<file path="src/rtl/reaction_timer_core.sv">
// rtl/reaction_timer_core.sv - reaction timer game controller (optional best score: BEST_SCORE_EN)
module reaction_timer_core #(
  parameter int CLK_HZ          = 10_000_000,
  parameter int MIN_DELAY_MS    = 1000,
  parameter int DELAY_RAND_BITS = 11,
  parameter int MAX_MS          = 9999
) (
  input  logic        clk,
  input  logic        rst_n,
  input  logic        btn_start,
  input  logic        btn_react,
  output logic        led_go,
  output logic [13:0] value,
  output logic        show_error,
  output logic [13:0] best_ms
);

  localparam int          DIV      = (CLK_HZ / 1000 > 1) ? CLK_HZ / 1000 : 1;
  localparam int          PRESC_W  = (DIV > 1) ? $clog2(DIV) : 1;
  localparam logic [PRESC_W-1:0] PRESC_LAST = PRESC_W'(DIV - 1);
  localparam logic [11:0] MIN_DLY  = 12'(MIN_DELAY_MS);
  localparam logic [13:0] MAX_VAL  = 14'(MAX_MS);
  localparam logic [15:0] LFSR_SEED = 16'hACE1;
  localparam logic [15:0] LFSR_MASK = 16'hB400;

  typedef enum logic [2:0] {
    S_IDLE   = 3'd0,
    S_WAIT   = 3'd1,
    S_GO     = 3'd2,
    S_RESULT = 3'd3,
    S_ERROR  = 3'd4
  } state_t;

  state_t               state_q, state_d;
  logic [1:0]           start_sync_q, react_sync_q;
  logic                 start_prev_q, react_prev_q;
  logic                 start_evt_q, react_evt_q;
  logic [15:0]          lfsr_q, lfsr_d;
  logic [PRESC_W-1:0]   presc_q, presc_d;
  logic                 ms_tick;
  logic [11:0]          delay_q, delay_d;
  logic [11:0]          rand_ms;
  logic [13:0]          value_q, value_d;
  logic                 led_go_q, led_go_d;
  logic                 show_error_q, show_error_d;
  logic                 react_hit;

  // Two-flop synchronizers plus registered rising-edge pulses for both buttons
  always_ff @(posedge clk or negedge rst_n) begin
    if (!rst_n) begin
      start_sync_q <= 2'b00;
      react_sync_q <= 2'b00;
      start_prev_q <= 1'b0;
      react_prev_q <= 1'b0;
      start_evt_q  <= 1'b0;
      react_evt_q  <= 1'b0;
    end else begin
      start_sync_q <= {start_sync_q[0], btn_start};
      react_sync_q <= {react_sync_q[0], btn_react};
      start_prev_q <= start_sync_q[1];
      react_prev_q <= react_sync_q[1];
      start_evt_q  <= start_sync_q[1] & ~start_prev_q;
      react_evt_q  <= react_sync_q[1] & ~react_prev_q;
    end
  end

  // Galois LFSR free-runs every cycle; the nonzero seed keeps it out of the lock-up state
  always_comb begin
    lfsr_d = {1'b0, lfsr_q[15:1]} ^ (lfsr_q[0] ? LFSR_MASK : 16'h0000);
  end

  // Random part of the wait is the low LFSR bits, zero-extended to the delay width
  always_comb begin
    rand_ms = 12'd0;
    rand_ms[DELAY_RAND_BITS-1:0] = lfsr_q[DELAY_RAND_BITS-1:0];
  end

  // Millisecond prescaler restarts on every state change so each state sees full ms periods
  always_comb begin
    ms_tick = (presc_q == PRESC_LAST);
    if (state_d != state_q) begin
      presc_d = '0;
    end else if (ms_tick) begin
      presc_d = '0;
    end else begin
      presc_d = presc_q + PRESC_W'(1);
    end
  end

  // Game sequencing: react events take priority over delay expiry and ms ticks
  always_comb begin
    state_d   = state_q;
    delay_d   = delay_q;
    value_d   = value_q;
    react_hit = 1'b0;
    case (state_q)
      S_IDLE, S_RESULT, S_ERROR: begin
        if (start_evt_q) begin
          state_d = S_WAIT;
          delay_d = MIN_DLY + rand_ms;
        end
      end
      S_WAIT: begin
        if (react_evt_q) begin
          state_d = S_ERROR;
        end else if (delay_q == 12'd0) begin
          state_d = S_GO;
          value_d = 14'd0;
        end else if (ms_tick) begin
          delay_d = delay_q - 12'd1;
        end
      end
      S_GO: begin
        if (react_evt_q) begin
          state_d   = S_RESULT;
          react_hit = 1'b1;
        end else if (value_q == MAX_VAL) begin
          state_d = S_RESULT;
        end else if (ms_tick) begin
          value_d = value_q + 14'd1;
        end
      end
      default: begin
        state_d = S_IDLE;
      end
    endcase
    led_go_d     = (state_d == S_GO);
    show_error_d = (state_d == S_ERROR);
  end

  // State, counters and registered outputs
  always_ff @(posedge clk or negedge rst_n) begin
    if (!rst_n) begin
      state_q      <= S_IDLE;
      lfsr_q       <= LFSR_SEED;
      presc_q      <= '0;
      delay_q      <= 12'd0;
      value_q      <= 14'd0;
      led_go_q     <= 1'b0;
      show_error_q <= 1'b0;
    end else begin
      state_q      <= state_d;
      lfsr_q       <= lfsr_d;
      presc_q      <= presc_d;
      delay_q      <= delay_d;
      value_q      <= value_d;
      led_go_q     <= led_go_d;
      show_error_q <= show_error_d;
    end
  end

  assign led_go     = led_go_q;
  assign value      = value_q;
  assign show_error = show_error_q;

`ifdef BEST_SCORE_EN
  logic [13:0] best_q, best_d;

  // Only react-terminated rounds compete; zero means no score recorded yet
  always_comb begin
    best_d = best_q;
    if (react_hit && ((best_q == 14'd0) || (value_q < best_q))) begin
      best_d = value_q;
    end
  end

  // Best score survives rounds and is cleared only by reset
  always_ff @(posedge clk or negedge rst_n) begin
    if (!rst_n) begin
      best_q <= 14'd0;
    end else begin
      best_q <= best_d;
    end
  end

  assign best_ms = best_q;
`else
  logic unused_react_hit;
  assign unused_react_hit = react_hit;
  assign best_ms          = 14'd0;
`endif

endmodule
</file>
<file path="config.mk">
export PLATFORM = sky130hd
export DESIGN_NAME = reaction_timer_core
export DESIGN_NICKNAME = d
export VERILOG_FILES = /design/src/rtl/reaction_timer_core.sv
export SDC_FILE = /design/constraint.sdc
export NUM_CORES = 1
export LEC_CHECK = 0
export ABC_AREA = 1
export CORE_MARGIN = 2
export CORE_UTILIZATION = 50
export CTS_CLUSTER_SIZE = 40
export DETAILED_ROUTE_END_ITERATION = 7
export GPL_TIMING_DRIVEN = 0
export PLACE_DENSITY = 0.71
export SLEW_MARGIN = 10
export SYNTH_ARGS = -nofsm -noshare
export SYNTH_HDL_FRONTEND = slang
export SYNTH_SLANG_ARGS = --single-unit
</file>
<file path="constraint.sdc">
create_clock -name clk -period 1.78 [get_ports clk]
set_input_delay 0.178 -clock clk [delete_from_list [all_inputs] [get_ports clk]]
set_output_delay 0.178 -clock clk [all_outputs]
set_load 0.1 [all_outputs]
</file>
==> results of run 1 <==
-- where the power goes --
group / total, mW / switching [mW] / internal (mW)
sequential: 2.00 / 0.210 / 1.79
clock: 1.32 / 0.626 / 0.692
combinational: 3.01 / 1.98 / 1.03
-- final cells by class --
| type | count | share of cell area (%) |
|---|---|---|
| Clock buffer | 10 | 2.98 |
| Sequential cell | 69 | 38.1 |
| Tap cell | 99 | 2.68 |
| Clock inverter | 6 | 1.52 |
| Timing Repair Buffer | 32 | 6.64 |
| Inverter | 49 | 3.98 |
| Buffer | 23 | 3.87 |
| Multi-Input combinational cell | 361 | 40.2 |
-- placed cells by master (no fill, tap or decap), drive strengths merged, types with 7 or more instances in the layout --
| cell type | synthesis | routed |
|---|---|---|
| conb | 1 | 14 |
| dfstp | 8 | 8 |
| dfrtp | 61 | 61 |
| nor3 | 12 | 12 |
| nand4 | 7 | 7 |
| xnor2 | 7 | 7 |
| nor2 | 73 | 73 |
| inv | 49 | 50 |
| clkdlybuf4s15 | 0 | 12 |
| o21ai | 23 | 23 |
| xor2 | 15 | 15 |
| clkbuf | 2 | 14 |
| buf | 21 | 34 |
| nand3 | 49 | 49 |
| nand2 | 148 | 148 |
-- through the flow --
step	hold WS, ns	util, %	TNS (ns)	cell area, um2	std cells
finish	0.275	63.3	0	4620	649
global placement	0.338	57.3	-115.35	4180	620
CTS	0.255	61.8	0	4510	644
global route	0.245	63.3	-0.165	4620	649
detailed placement	0.127	57.6	-2.95	4200	621
floorplan	-0.118	-	0	3870	502
-- metal layers --
metal	share of wire [%]	up-vias	GRT usage [%]	wire (um)
met5	0	-	0	0
met1	46	1493	24.5	3630
met2	49	49	32.5	3820
met3	3.0	11	6.18	234
li1	-	1630	-	-
met4	1.6	0	6.06	122
-- worst max path at each step --
stage / start / end / slack [ns] / cells after the start
after global routing: state_q[2] / delay_q[8] / -0.04 / 11
after global placement: rst_n / value[0] / -2.14 / 1
final: led_go / led_go / 0.09 / 1
after CTS: value[13] / value[13] / 0.004 / 1
after detailed placement: delay_q[0] / value[5] / -0.13 / 12
after floorplan: value[9] / presc_q[5] / 0.03 / 11
-- flip-flops by register name, summed over array words and instances (netlist names), 2 cells and up --
| name | count |
|---|---|
| react_sync_q | 2 |
| presc_q | 14 |
| lfsr_q | 16 |
| start_sync_q | 2 |
| delay_q | 12 |
| state_q | 3 |
| value | 14 |
-- logic make-up (layout without fill, tap and decap cells) --
group	Yosys count	after routing	synth area share, %
AO/OA/AOI/OAI	29	29	3.97
AND/OR/NAND/NOR	292	292	34.3
other	1	14	0.0993
XOR/XNOR	22	22	5.10
adder cells (fa/ha/maj)	4	4	1.32
buffers and inverters	72	120	9.24
flip-flops	69	69	46.0
-- repair_timing --
action / 4_1_cts / 5_1_grt
buffers inserted: 6 / 4
hold endpoints to repair: 27 / 0
pin swaps: 4 / 3
setup endpoints to repair: 50 / 36
cloned: 0 / 1
resized for setup: 50 / 33
hold buffers: 1 / 0
==> metrics.txt, run 1 <==
R2R Setup Slk 0.10 ns; Fmax 0.592 GHz; Hold Fails Final Rpt 0; outcome finished, final reports clean; worst hold path class in -> async; post-route ant nets 0; Arr. time, crit path 1.51 ns; first-pass iteration count of the detailed router 4; Cell Rows 31; worst r2r dst value[12]; Worst-Margin Slew 0.953 ns; area of the multi-input gates 1860 um2; Worst R2R Start value[1]; total grt overflow 0; Lkg Pwr 2.22 nW; # diodes 0; fraction of layout cells with a size suffix above 1 23.8%; Post-Syn Area 3780 um2; worst stage delay on the critical path 0.84 ns; top-count cell post-synth nand2_1; CP Class reg -> out; Starting DRT DRC Count 171; clk_lat worst skew 0.34 ns; DP HPWL 5270 um; die height 90.9 um; Final min period 1.69 ns; maximum VDD drop 973 uV; Reg clk slew, reported paths 0.08 ns; final wirelength 7810 um; Yosys reg bits 69; Post-synth top flop dfrtp_1; deepest clock path buffer count 2; Power Total 6.33 mW; Reg area 1760 um2; Max Slew Vio Count 0; first-pass GRT wire length 13100 um; kind of cell adding the most delay to the critical path buffers and inverters; post-synth top area share 40.4%; Num CTS Buffers 9; largest net degree at the start of global routing 41; port bufs 19; I/O pin count 34; syn_area_per_cell 7.72 um2; setup ws final 0.0915 ns; cell count after synthesis 489; Cell Chain, Critical Path dlygate4sd2_1; Vias per Instance 4.90; initial antenna violation count 0; Yosys top cell by area dfrtp_1; Layout Nets 553; die span in x 90.9 um; core box area 7290 um2; Synth area leaders dfrtp_1, nand2_1, nor2_1; vias in the first global route 2934; routability-driven placement congestion ratio 0.883; routed via count 3183; all-layer global routing usage 19.6%; crit-path max FO 1; Max-slew headroom 36.7%; Syn-to-layout area delta 22.3%; CTS H-tree depth 3; worst-case reg-to-reg path depth 10; Crit. End Element primary output; die area 8270 um2; slowest CP cell dlygate4sd2_1; Pwr per Cell Area 1370 nW/um2; CTS sink cnt 69; post-synthesis cell type count 32; Post-synth EDFFs 0; Initial Util 51.8%; data required time at the worst endpoint 1.60 ns; CTS root buffer clkbuf_8; ys async rst share 100%; Max Cap Viol 0; Remaining DRCs 0; Synth Warn # 0; Startpoint Class flop; final setup violation count 0; Fillers 642; CTS tree built; Tcrit/Tclk final 94.9%; Synth top cells by count nand2_1, nor2_1, dfrtp_1, nand3_1, inv_1; skew final 0.00770 ns; Seq/Total Area, Yosys 46.0%; DP Worst Slack -0.134 ns; worst path bufs/invs 1; drt wl/cell 12.0 um
Power figures use the tool's default switching activity.
==> run 2: changes to the inputs <==
Settings changed: SETUP_SLACK_MARGIN set to 0.05.
==> metrics.txt, run 2 (synthesized netlist as in run 1, its figures left out) <==
outcome finished, final reports clean; clk_lat worst skew 0.35 ns; Max Cap Viol 0; skew final 0.00830 ns; worst stage delay on the critical path 0.37 ns; Layout Nets 563; largest net degree at the start of global routing 48; DP Worst Slack -0.117 ns; I/O pin count 34; crit path to presc_q[13]; Starting DRT DRC Count 148; Tcrit/Tclk final 95.9%; final wirelength 7970 um; data required time at the worst endpoint 2.05 ns; Syn-to-layout area delta 25.3%; Num CTS Buffers 9; routed via count 3235; CP Class reg -> reg; max reg flops 16; die span in x 90.9 um; Fmax 0.586 GHz; worst path bufs/invs 3; Reg clk slew, reported paths 0.08 ns; Worst R2R Start state_q[2]; Setup crit start state_q[2]; Hold Fails Final Rpt 0; die area 8270 um2; Crit. End Element flop; Vias per Instance 4.91; drt wl/cell 12.1 um; worst-case reg-to-reg path depth 12; Arr. time, crit path 1.97 ns; Biggest register lfsr_q; Reg power frac 31.1%; # diodes 0; post-route ant nets 0; Remaining DRCs 0; worst hold path class in -> async; first-pass GRT wire length 13300 um; CTS H-tree depth 3; CTS tree built; Worst-Margin Slew 0.944 ns; Initial Util 51.8%; most common cell after layout, fill and taps aside nand2_1; Lkg Pwr 2.25 nW; Max Slew Vio Count 0; first-pass iteration count of the detailed router 6; clock share of power 19.9%; maximum VDD drop 922 uV; die height 90.9 um; core box area 7290 um2; initial antenna violation count 0; worst r2r dst presc_q[13]; setup ws final 0.0739 ns; R2R Setup Slk 0.07 ns; CTS sink cnt 69; RSZ-0062 raised after global routing yes; DP HPWL 5280 um; deepest clock path buffer count 2; Cell Chain, Critical Path inv_2 > nand2_1 > nor2_2 > inv_1 > nor2_1 > nand2_1 > nand3_2 > nand2_1 > nand2_1 > nand2_2 > buf_4 > nor2_1; Max-slew headroom 37.3%; Startpoint Class flop; kind of cell adding the most delay to the critical path simple AND/OR/NAND/NOR gates; Worst path most repeated cell nand2_1; Sw Pwr 2.85 mW; port bufs 19; all-layer global routing usage 19.9%; Util after Layout 64.9%; Comb pwr share 49.1%; total grt overflow 0; switching share of power 44.0%; routability-driven placement congestion ratio 0.892; vias in the first global route 2896; final setup violation count 0; Cell Rows 31; Pwr per Cell Area 1370 nW/um2; fraction of layout cells with a size suffix above 1 25.9%; slowest CP cell dfrtp_1; Crit path depth 12; most frequent cells in the layout nand2_1, nor2_1, dfrtp_1; CTS root buffer clkbuf_8; Final min period 1.71 ns; Pint 3.63 mW; crit-path max FO 4
run 2: cell types whose count changed in the layout (fill, tap and decap cells not counted), sizes merged:
cell	delta
clkinv	+1
buf	+10
clkbuf	-2
clkdlybuf4s15	+4
dlygate4sd2	-2
inv	-1
run 2: power by group through the flow:
| stage | Combinational (mW) | Clock, mW | Sequential (mW) |
|---|---|---|---|
| global route | 3.52 | 1.41 | 2.04 |
| CTS | 2.82 | 1.33 | 1.99 |
| floorplan | 1.86 | 0 | 2.19 |
| global placement | 2.54 | 0 | 2.01 |
| detailed placement | 2.61 | 0 | 2.01 |
| finish | 3.18 | 1.29 | 2.02 |
run 2: timing repair:
item / 4_1_cts / 5_1_grt
setup endpoints to repair: 51 / 41
gates cloned: 1 / 0
pin swaps: 6 / 7
gates resized for setup: 57 / 30
hold endpoints to repair: 22 / 0
hold buffers: 1 / 0
buffers inserted: 8 / 12
run 2: layout make-up:
cell class                      instances  area, um2
Buffer                                 23        178
Clock buffer                           10        138
Clock inverter                          6       62.6
Fill cell                             630       2560
Inverter                               49        186
Multi-Input combinational cell        361       1870
Sequential cell                        69       1770
Tap cell                               99        124
Timing Repair Buffer                   42        404
run 2: metrics by stage:
step                      cell area, um2  total power, mW  std cells  hold slack (ns)  setup TNS, ns
after floorplan                     3870             4.05        502           -0.118              0
after global placement              4190             4.55        620            0.334        -116.66
after detailed placement            4210             4.62        621           0.0972          -2.62
after CTS                           4550             6.14        647            0.246              0
after global routing                4730             6.96        659            0.255        -0.0631
final                               4730             6.49        659            0.263              0
run 2: worst min-delay path by stage:
stage	from	end	slack [ns]
finish	rst_n	value[6]	0.26
global route	btn_start	start_sync_q[0]	0.26
global placement	react_sync_q[0]	react_sync_q[1]	0.33
CTS	btn_react	react_sync_q[0]	0.25
detailed placement	rst_n	value[6]	0.1
floorplan	rst_n	delay_q[0]	-0.12
run 2: layer usage:
layer / up-vias / GRT usage (%) / part of all wire, %
met2: 68 / 31.0 / 50
met1: 1507 / 26.5 / 44
met5: - / 0 / 0
met4: 0 / 6.44 / 1.7
li1: 1647 / - / -
met3: 13 / 6.18 / 4.3
==> run 3: changes to the inputs <==
Settings changed: CTS_CLUSTER_DIAMETER set to 200, SLEW_MARGIN 10 to 40.
==> metrics.txt, run 3 (synthesized netlist as in run 1, its figures left out) <==
outcome finished, final reports clean; clk_lat worst skew 0.34 ns; CTS root buffer clkbuf_8; CTS H-tree depth 3; DP HPWL 5330 um; all-layer global routing usage 19.4%; Placement Cell Area 4120 um2; RSZ-0062 raised after global routing yes; Fmax 0.590 GHz; first-pass iteration count of the detailed router 4; Cell Rows 31; most common cell after layout, fill and taps aside nand2_1; Power Total 6.68 mW; post-route cell area 4700 um2; Final min period 1.70 ns; Placed Cells incl. Taps 621; Tcrit/Tclk final 95.3%; Crit. End Element flop; total grt overflow 0; post-route ant nets 0; routed via count 3206; fraction of layout cells with a size suffix above 1 27.5%; Cell Chain, Critical Path ha_4 > nand3_4 > nor3_4 > nand2_4 > nand2_4 > nand2_4 > nor2_8 > nand2_4 > clkbuf_16 > nand2_2 > nand2_1; I/O pin count 34; Num CTS Buffers 9; slowest CP cell dfrtp_1; CTS tree built; largest net degree at the start of global routing 45; Syn-to-layout area delta 24.3%; setup ws final 0.0840 ns; Util after Layout 64.4%; Pwr per Cell Area 1420 nW/um2; skew final 0.00940 ns; data required time at the worst endpoint 2.02 ns; CTS sink cnt 69; CP Class reg -> reg; Reg clk slew, reported paths 0.08 ns; Starting DRT DRC Count 141; maximum VDD drop 1100 uV; max reg flops 16; # diodes 0; die height 90.9 um; final wirelength 7950 um; die span in x 90.9 um; die area 8270 um2; routability-driven placement congestion ratio 0.892; Max Slew Vio Count 0; Finished Layout Cells 658; Arr. time, crit path 1.94 ns; drt wl/cell 12.1 um; most frequent cells in the layout nand2_1, nor2_1, dfrtp_1; deepest clock path buffer count 2; worst hold path class in -> async; Remaining DRCs 0; Startpoint Class flop; final setup violation count 0; Initial Util 51.8%; Hold WS 0.270 ns; Layout Nets 562; Hold Fails Final Rpt 0; worst stage delay on the critical path 0.40 ns; DP Worst Slack -0.116 ns; initial antenna violation count 0; Biggest register lfsr_q; Worst path most repeated cell nand2_4; first-pass GRT wire length 12900 um; port bufs 19; post-route setup TNS 0 ns; vias in the first global route 2908; Vias per Instance 4.87; crit-path max FO 5; Lkg Pwr 2.31 nW; core box area 7290 um2; Max Cap Viol 0
run 3: final timing paths:
path	from	end	slack, ns	cells past startpoint
worst max-delay path	presc_q[1]	value[4]	0.08	11
worst min register to register	start_sync_q[0]	start_sync_q[1]	0.35	0
worst max register to register	presc_q[1]	value[4]	0.08	11
worst min-delay path	rst_n	value[6]	0.27	2
max in group asynchronous	rst_n	lfsr_q[15]	0.90	3
min in group clk	btn_start	start_sync_q[0]	0.27	1
run 3: critical path, delay by kind of cell (launching register included):
kind,cells,cell delay [ns]
AND/OR/NAND/NOR,9,0.87
flip-flops,1,0.40
adder cells (fa/ha/maj),1,0.17
buffers and inverters,1,0.17
run 3: report_power, final:
part / switching [mW] / total, mW / internal (mW) / leakage [nW]
Combinational: 2.11 / 3.33 / 1.22 / 1.34
Sequential: 0.222 / 2.02 / 1.79 / 0.867
Clock: 0.612 / 1.34 / 0.723 / 0.102
Total: 2.95 / 6.68 / 3.74 / 2.31
run 3: final cells by class:
type                    count  area [um2]
fillers                   645        2590
multi-input cells         361        1900
flip-flops and latches     69        1770
repair buffers             41         309
inverters                  49         191
plain buffers              23         190
clock buffers              11         151
well taps                  99         124
clock inverters             5        58.8
run 3: metal layers:
| layer | track usage [%] | wire (um) | vias to the layer above |
|---|---|---|---|
| li1 | - | - | 1650 |
| met1 | 25.3 | 3580 | 1482 |
| met2 | 29.9 | 3870 | 62 |
| met3 | 5.01 | 366 | 12 |
| met4 | 9.60 | 131 | 0 |
| met5 | 0 | 0 | - |
run 3: timing repair:
item / CTS / global route
hold endpoints to repair: 25 / 0
gates resized for setup: 13 / 45
cloned: 0 / 2
pin swaps: 5 / 8
setup endpoints to repair: 35 / 37
buffers inserted: 8 / 10
hold buffers: 1 / 0
